--- src/rtl/reg_chain_sequencer_if.sv ---
// Handshake and datapath bundle for reg_chain_sequencer.
// The master drives the chain request and tick enable; the slave returns the registered values.
interface reg_chain_sequencer_if;
   logic        start;
   logic [31:0] init;
   logic        tick_en;
   logic [31:0] x;
   logic [31:0] y;
   logic [31:0] z;
   logic        busy;
   logic        done;
   logic        tick_ack;

   modport master (
      output start, init, tick_en,
      input  x, y, z, busy, done, tick_ack
   );

   modport slave (
      input  start, init, tick_en,
      output x, y, z, busy, done, tick_ack
   );
endinterface

--- src/rtl/reg_chain_sequencer.sv ---
// Three-step register chain (x <= init, y <= x+1, z <= y+1) spaced STEP_GAP edges apart.
// A free-running tick counter also increments x.
module reg_chain_sequencer #(
   parameter int unsigned STEP_GAP    = 10,
   parameter int unsigned TICK_PERIOD = 7
) (
   input  logic                  clk,
   input  logic                  reset,
   reg_chain_sequencer_if.slave  bus
);

   typedef enum logic [2:0] {IDLE, GAP_X, GAP_Y, GAP_Z, DONE} state_t;

   localparam logic [7:0] GAP_LAST  = 8'(STEP_GAP - 1);
   localparam logic [7:0] TICK_LAST = 8'(TICK_PERIOD - 1);

   state_t      state_q, state_d;
   logic [7:0]  gap_q, gap_d;
   logic [7:0]  tick_cnt_q;
   logic        pending_q;
   logic        tick_ack_q;
   logic [31:0] x_q, y_q, z_q;
   logic        write_x, write_y, write_z;
   logic        tick, x_inc;

   // NOTE: every always_comb output gets a default first so no path can infer a latch.
   always_comb begin
      state_d = state_q;
      gap_d   = gap_q;
      write_x = 1'b0;
      write_y = 1'b0;
      write_z = 1'b0;
      case (state_q)
         IDLE: begin
            if (bus.start) begin
               state_d = GAP_X;
               gap_d   = 8'd0;
            end
         end
         GAP_X, GAP_Y, GAP_Z: begin
            if (gap_q == GAP_LAST) begin
               gap_d = 8'd0;
               case (state_q)
                  GAP_X:   begin write_x = 1'b1; state_d = GAP_Y; end
                  GAP_Y:   begin write_y = 1'b1; state_d = GAP_Z; end
                  default: begin write_z = 1'b1; state_d = DONE;  end
               endcase
            end else begin
               gap_d = gap_q + 8'd1;
            end
         end
         DONE:    state_d = IDLE;
         default: state_d = IDLE;
      endcase
   end

   // The chain write to x wins over a tick; the lost tick is replayed one edge later.
   assign tick  = bus.tick_en && (tick_cnt_q == TICK_LAST);
   assign x_inc = (tick && !write_x) || pending_q;

   // NOTE: sequential state uses non-blocking assignments so every register samples pre-edge values.
   always_ff @(posedge clk or posedge reset) begin
      if (reset) begin
         state_q    <= IDLE;
         gap_q      <= 8'd0;
         tick_cnt_q <= 8'd0;
         pending_q  <= 1'b0;
         tick_ack_q <= 1'b0;
         x_q        <= 32'd0;
         y_q        <= 32'd0;
         z_q        <= 32'd0;
      end else begin
         state_q <= state_d;
         gap_q   <= gap_d;
         if (bus.tick_en)
            tick_cnt_q <= (tick_cnt_q == TICK_LAST) ? 8'd0 : tick_cnt_q + 8'd1;
         pending_q  <= tick && write_x;
         tick_ack_q <= x_inc;
         if (write_x)
            x_q <= bus.init;
         else if (x_inc)
            x_q <= x_q + 32'd1;
         if (write_y)
            y_q <= x_q + 32'd1;
         if (write_z)
            z_q <= y_q + 32'd1;
      end
   end

   assign bus.x        = x_q;
   assign bus.y        = y_q;
   assign bus.z        = z_q;
   assign bus.busy     = (state_q == GAP_X) || (state_q == GAP_Y) || (state_q == GAP_Z);
   assign bus.done     = (state_q == DONE);
   assign bus.tick_ack = tick_ack_q;

endmodule

--- src/flat_wrapper.sv ---
// flat-port wrapper written by rule: the top's interface ports become plain ports
module reg_chain_sequencer_flat 
#(
   parameter int unsigned STEP_GAP    = 10,
   parameter int unsigned TICK_PERIOD = 7
)
  (clk, reset, bus_start, bus_init, bus_tick_en, bus_x, bus_y, bus_z, bus_busy, bus_done, bus_tick_ack);
  reg_chain_sequencer_if bus_i ();
  input  logic clk;
  input  logic reset;
  input wire logic [$bits(bus_i.start)-1:0] bus_start;
  input wire logic [$bits(bus_i.init)-1:0] bus_init;
  input wire logic [$bits(bus_i.tick_en)-1:0] bus_tick_en;
  output wire logic [$bits(bus_i.x)-1:0] bus_x;
  output wire logic [$bits(bus_i.y)-1:0] bus_y;
  output wire logic [$bits(bus_i.z)-1:0] bus_z;
  output wire logic [$bits(bus_i.busy)-1:0] bus_busy;
  output wire logic [$bits(bus_i.done)-1:0] bus_done;
  output wire logic [$bits(bus_i.tick_ack)-1:0] bus_tick_ack;
  assign bus_i.start = bus_start;
  assign bus_i.init = bus_init;
  assign bus_i.tick_en = bus_tick_en;
  assign bus_x = bus_i.x;
  assign bus_y = bus_i.y;
  assign bus_z = bus_i.z;
  assign bus_busy = bus_i.busy;
  assign bus_done = bus_i.done;
  assign bus_tick_ack = bus_i.tick_ack;
  reg_chain_sequencer #(.STEP_GAP(STEP_GAP), .TICK_PERIOD(TICK_PERIOD)) u_core (.clk(clk), .reset(reset), .bus(bus_i));
endmodule
--- config.mk ---
export PLATFORM = sky130hd
export DESIGN_NAME = reg_chain_sequencer_flat
export DESIGN_NICKNAME = d
export VERILOG_FILES = /design/src/rtl/reg_chain_sequencer_if.sv /design/src/rtl/reg_chain_sequencer.sv /design/src/flat_wrapper.sv
export SDC_FILE = /design/constraint.sdc
export NUM_CORES = 1
export LEC_CHECK = 0
export CAP_MARGIN = 20
export CORE_UTILIZATION = 47
export CTS_BUF_LIST = sky130_fd_sc_hd__clkbuf_4
export DETAILED_ROUTE_END_ITERATION = 7
export GPL_ROUTABILITY_DRIVEN = 1
export PLACE_DENSITY = 0.74
export SYNTH_ARGS = -nofsm -noshare
export SYNTH_HDL_FRONTEND = slang
export SYNTH_SLANG_ARGS = --single-unit
export TNS_END_PERCENT = 50
--- constraint.sdc ---
create_clock -name clk -period 5.1 [get_ports clk]
set_input_delay 1.53 -clock clk [delete_from_list [all_inputs] [get_ports clk]]
set_output_delay 1.53 -clock clk [all_outputs]
set_load 0.01 [all_outputs]
==> results.sh <==
export IMPL_tightest_slew_ns=0.995
export IMPL_postCtsSetupRepairBufs=0
export IMPL_hold_class="reg2reg"
export IMPL_vias=5182
export IMPL_yosysTopAreaCellShare=0.470
export IMPL_drt_pass1_iter_count=5
export IMPL_crit_path_end_kind="output port"
export IMPL_fin_nets=845
export IMPL_max_slew_margin=0.330
export IMPL_gp_congestion=0.852
export IMPL_fin_setup_tns_ns=0
export IMPL_irDropWorstVdd_mv=0.225
export IMPL_std_cell_rows=41
export IMPL_cts_resized_gates=0
export IMPL_ff2ff_setup_slack_ns=2.12
export IMPL_initial_core_util=0.488
export IMPL_path_clk_slew_ns=0.09
export IMPL_run_status="finished clean"
export IMPL_grt_max_degree=65
export IMPL_syn_area_um2=6230
export IMPL_finalSetupViolations=0
export IMPL_rsz0062_at_grt="no"
export IMPL_cp_cell_sequence="nor3b_1 > clkdlybuf4s50_1"
export IMPL_nFillCells=1090
export IMPL_ys_ff_latch=117
export IMPL_critical_path_top_delay_family="buffers and inverters"
export IMPL_timing_hold_violations_final=0
export IMPL_final_common_cell="clkdlybuf4s50_1"
export IMPL_crit_slowest_cell="clkdlybuf4s50_1"
export IMPL_r2r_start="u_core.gap_q[1]"
export IMPL_portBuffers=134
export IMPL_synth_edf_count=0
export IMPL_worstPathRequired_ns=3.57
export IMPL_path_max_fanout=9
export IMPL_synthArstFlopShare=1.00
export IMPL_cts_tree="built"
export IMPL_hpwlAfterDp_um=10900
export IMPL_arrival_ns=1.82
export IMPL_drive_above_1_share=0.0627
export IMPL_routed_wl_um=15000
export IMPL_skew_ns=0.0205
export IMPL_cts_root_buffer="clkbuf_4"
export IMPL_slew_viol_final=0
export IMPL_grt_pass1_wl_um=24600
export IMPL_ys_flop_type="dfrtp_1"
export IMPL_synth_area_leaders="dfrtp_1, xor2_1, nand2_1"
export IMPL_cp_buffers_inverters=1
export IMPL_ys_warnings_count=0
export IMPL_drcViolationCount=0
export IMPL_cp_start_kind="register"
export IMPL_htreeDepth=4
export IMPL_p_per_area_nw_per_um2=441
export IMPL_num_io_pins=135
export IMPL_fmax_mhz=299
export IMPL_post_synth_num_cell_types=42
export IMPL_core_region_area_um2=12800
export IMPL_hold_end="u_core.bus.z[2]"
export IMPL_antenna_cells=0
export IMPL_worst_skew_pair_late_latency_ns=0.54
export IMPL_post_route_min_period_ns=3.35
export IMPL_die_w_um=117
export IMPL_first_global_vias=5007
export IMPL_antenna_found_initial=0
export IMPL_cts_buffers=17
export IMPL_cap_violations=0
export IMPL_die_area_um2=13700
export IMPL_synth_nets=729
export IMPL_rr_worst_depth=6
export IMPL_drtIter0Drc=341
export IMPL_leakage_nw=3.07
export IMPL_die_height_um=117
export IMPL_worstSetupPathType="reg2out"
export IMPL_holdBufCountCts=0
export IMPL_ant_nets=0
export IMPL_r2r_end="u_core.bus.y[1]"
export IMPL_wl_per_cell_um=15.2
export IMPL_synthCells=687
export IMPL_gr_usage_all_layers=0.235
export IMPL_min_from="u_core.bus.z[2]"
export IMPL_whs_path_depth=2
export IMPL_clock_sinks=117
export IMPL_clock_path_buffers=2
export IMPL_power_total_mw=3.46
export IMPL_seq_area_frac_synth=0.470
export IMPL_layout_common_cells="clkdlybuf4s50_1, dfrtp_1, nand2_1"
export IMPL_finalCritPeriodShare=0.657
export IMPL_slowest_delay_ns=0.57
export IMPL_postSynthAreaPerCell_um2=9.07
export IMPL_synthToLayoutAreaGrowth_pct=25.9
export IMPL_grt_ovfl_total=0
export IMPL_synth_area_leader_cell="dfrtp_1"
export IMPL_via_per_inst=5.26
[metal layers]
metal,part of all wire,track usage
met5,0,0
met4,0.025,0.104
met3,0.044,0.0515
met2,0.46,0.357
met1,0.47,0.323
[cells in the mapped netlist (3+ instances only)]
cell	number
and3_1	13
nor4_1	10
nor2b_1	3
and2_1	4
mux2_2	5
buf_4	3
and4_1	6
o21ai_0	75
nor2_1	54
or3_1	3
buf_2	16
a21oi_1	31
xnor2_1	40
nor3_1	8
nand3_1	32
clkbuf_1	20
xor2_1	57
ha_1	6
nand2_1	107
mux2i_1	3
inv_1	11
clkbuf_2	3
dfrtp_1	117
o21ai_1	3
nand4_1	32
[registers in the layout, indices dropped and copies added, names as in the netlist]
name                 flops
u_core.bus.tick_ack      1
u_core.bus.x            32
u_core.bus.y            32
u_core.bus.z            32
u_core.gap_q             8
u_core.pending_q         1
u_core.state_q           3
u_core.tick_cnt_q        8
[per-stage QoR]
| step | area (µm²) | worst slack [ns] | std cells | hold slack [ns] | util |
|---|---|---|---|---|---|
| final | 7840 | 1.75 | 985 | 0.484 | 0.614 |
| after global routing | 7840 | 1.60 | 985 | 0.510 | 0.614 |
| after CTS | 7820 | 1.69 | 984 | 0.491 | 0.612 |
| after detailed placement | 7630 | 1.32 | 955 | 0.470 | 0.597 |
| after global placement | 7630 | 1.43 | 955 | 0.463 | 0.597 |
| after floorplan | 6230 | 0.469 | 687 | 0.460 | - |
[logic make-up after synthesis]
family / after synthesis / share of synthesized area
simple gates: 291 / 0.231
xor+xnor: 97 / 0.136
mux: 8 / 0.0139
flops: 117 / 0.470
fa+ha+maj: 6 / 0.0121
compound gates: 114 / 0.0968
buf+inv: 54 / 0.0394
[how the worst max path moves through the flow]
stage | depth (start not counted) | start | end | slack [ns]
after CTS | 2 | u_core.state_q[0] | bus_done | 1.69
after floorplan | 1 | reset | u_core.bus.tick_ack | 0.47
after detailed placement | 7 | bus_tick_en | u_core.bus.x[30] | 1.32
after global routing | 2 | u_core.state_q[1] | bus_done | 1.60
final | 2 | u_core.state_q[1] | bus_done | 1.75
after global placement | 7 | bus_tick_en | u_core.bus.x[30] | 1.43
[where the power goes]
part	switching [mW]	total, mW	internal [mW]
Sequential	0.436	1.63	1.20
Combinational	0.595	1.31	0.719
Clock	0.322	0.512	0.189
[tightest hold or removal path, stage by stage, from the launching register on]
cell and delay [ns]:
dfrtp_1 0.35, nand2_1 0.05, o21ai_0 0.06
[final cells by class]
| class | count | area [µm²] | share of cell area |
|---|---|---|---|
| repair buffers | 140 | 1400 | 0.178 |
| clock inverters | 9 | 41.3 | 0.00527 |
| inverters | 11 | 43.8 | 0.00559 |
| multi-input cells | 516 | 3060 | 0.391 |
| well taps | 172 | 215 | 0.0275 |
| flip-flops and latches | 117 | 2930 | 0.374 |
| clock buffers | 20 | 150 | 0.0192 |
Power figures use the tool's default switching activity.
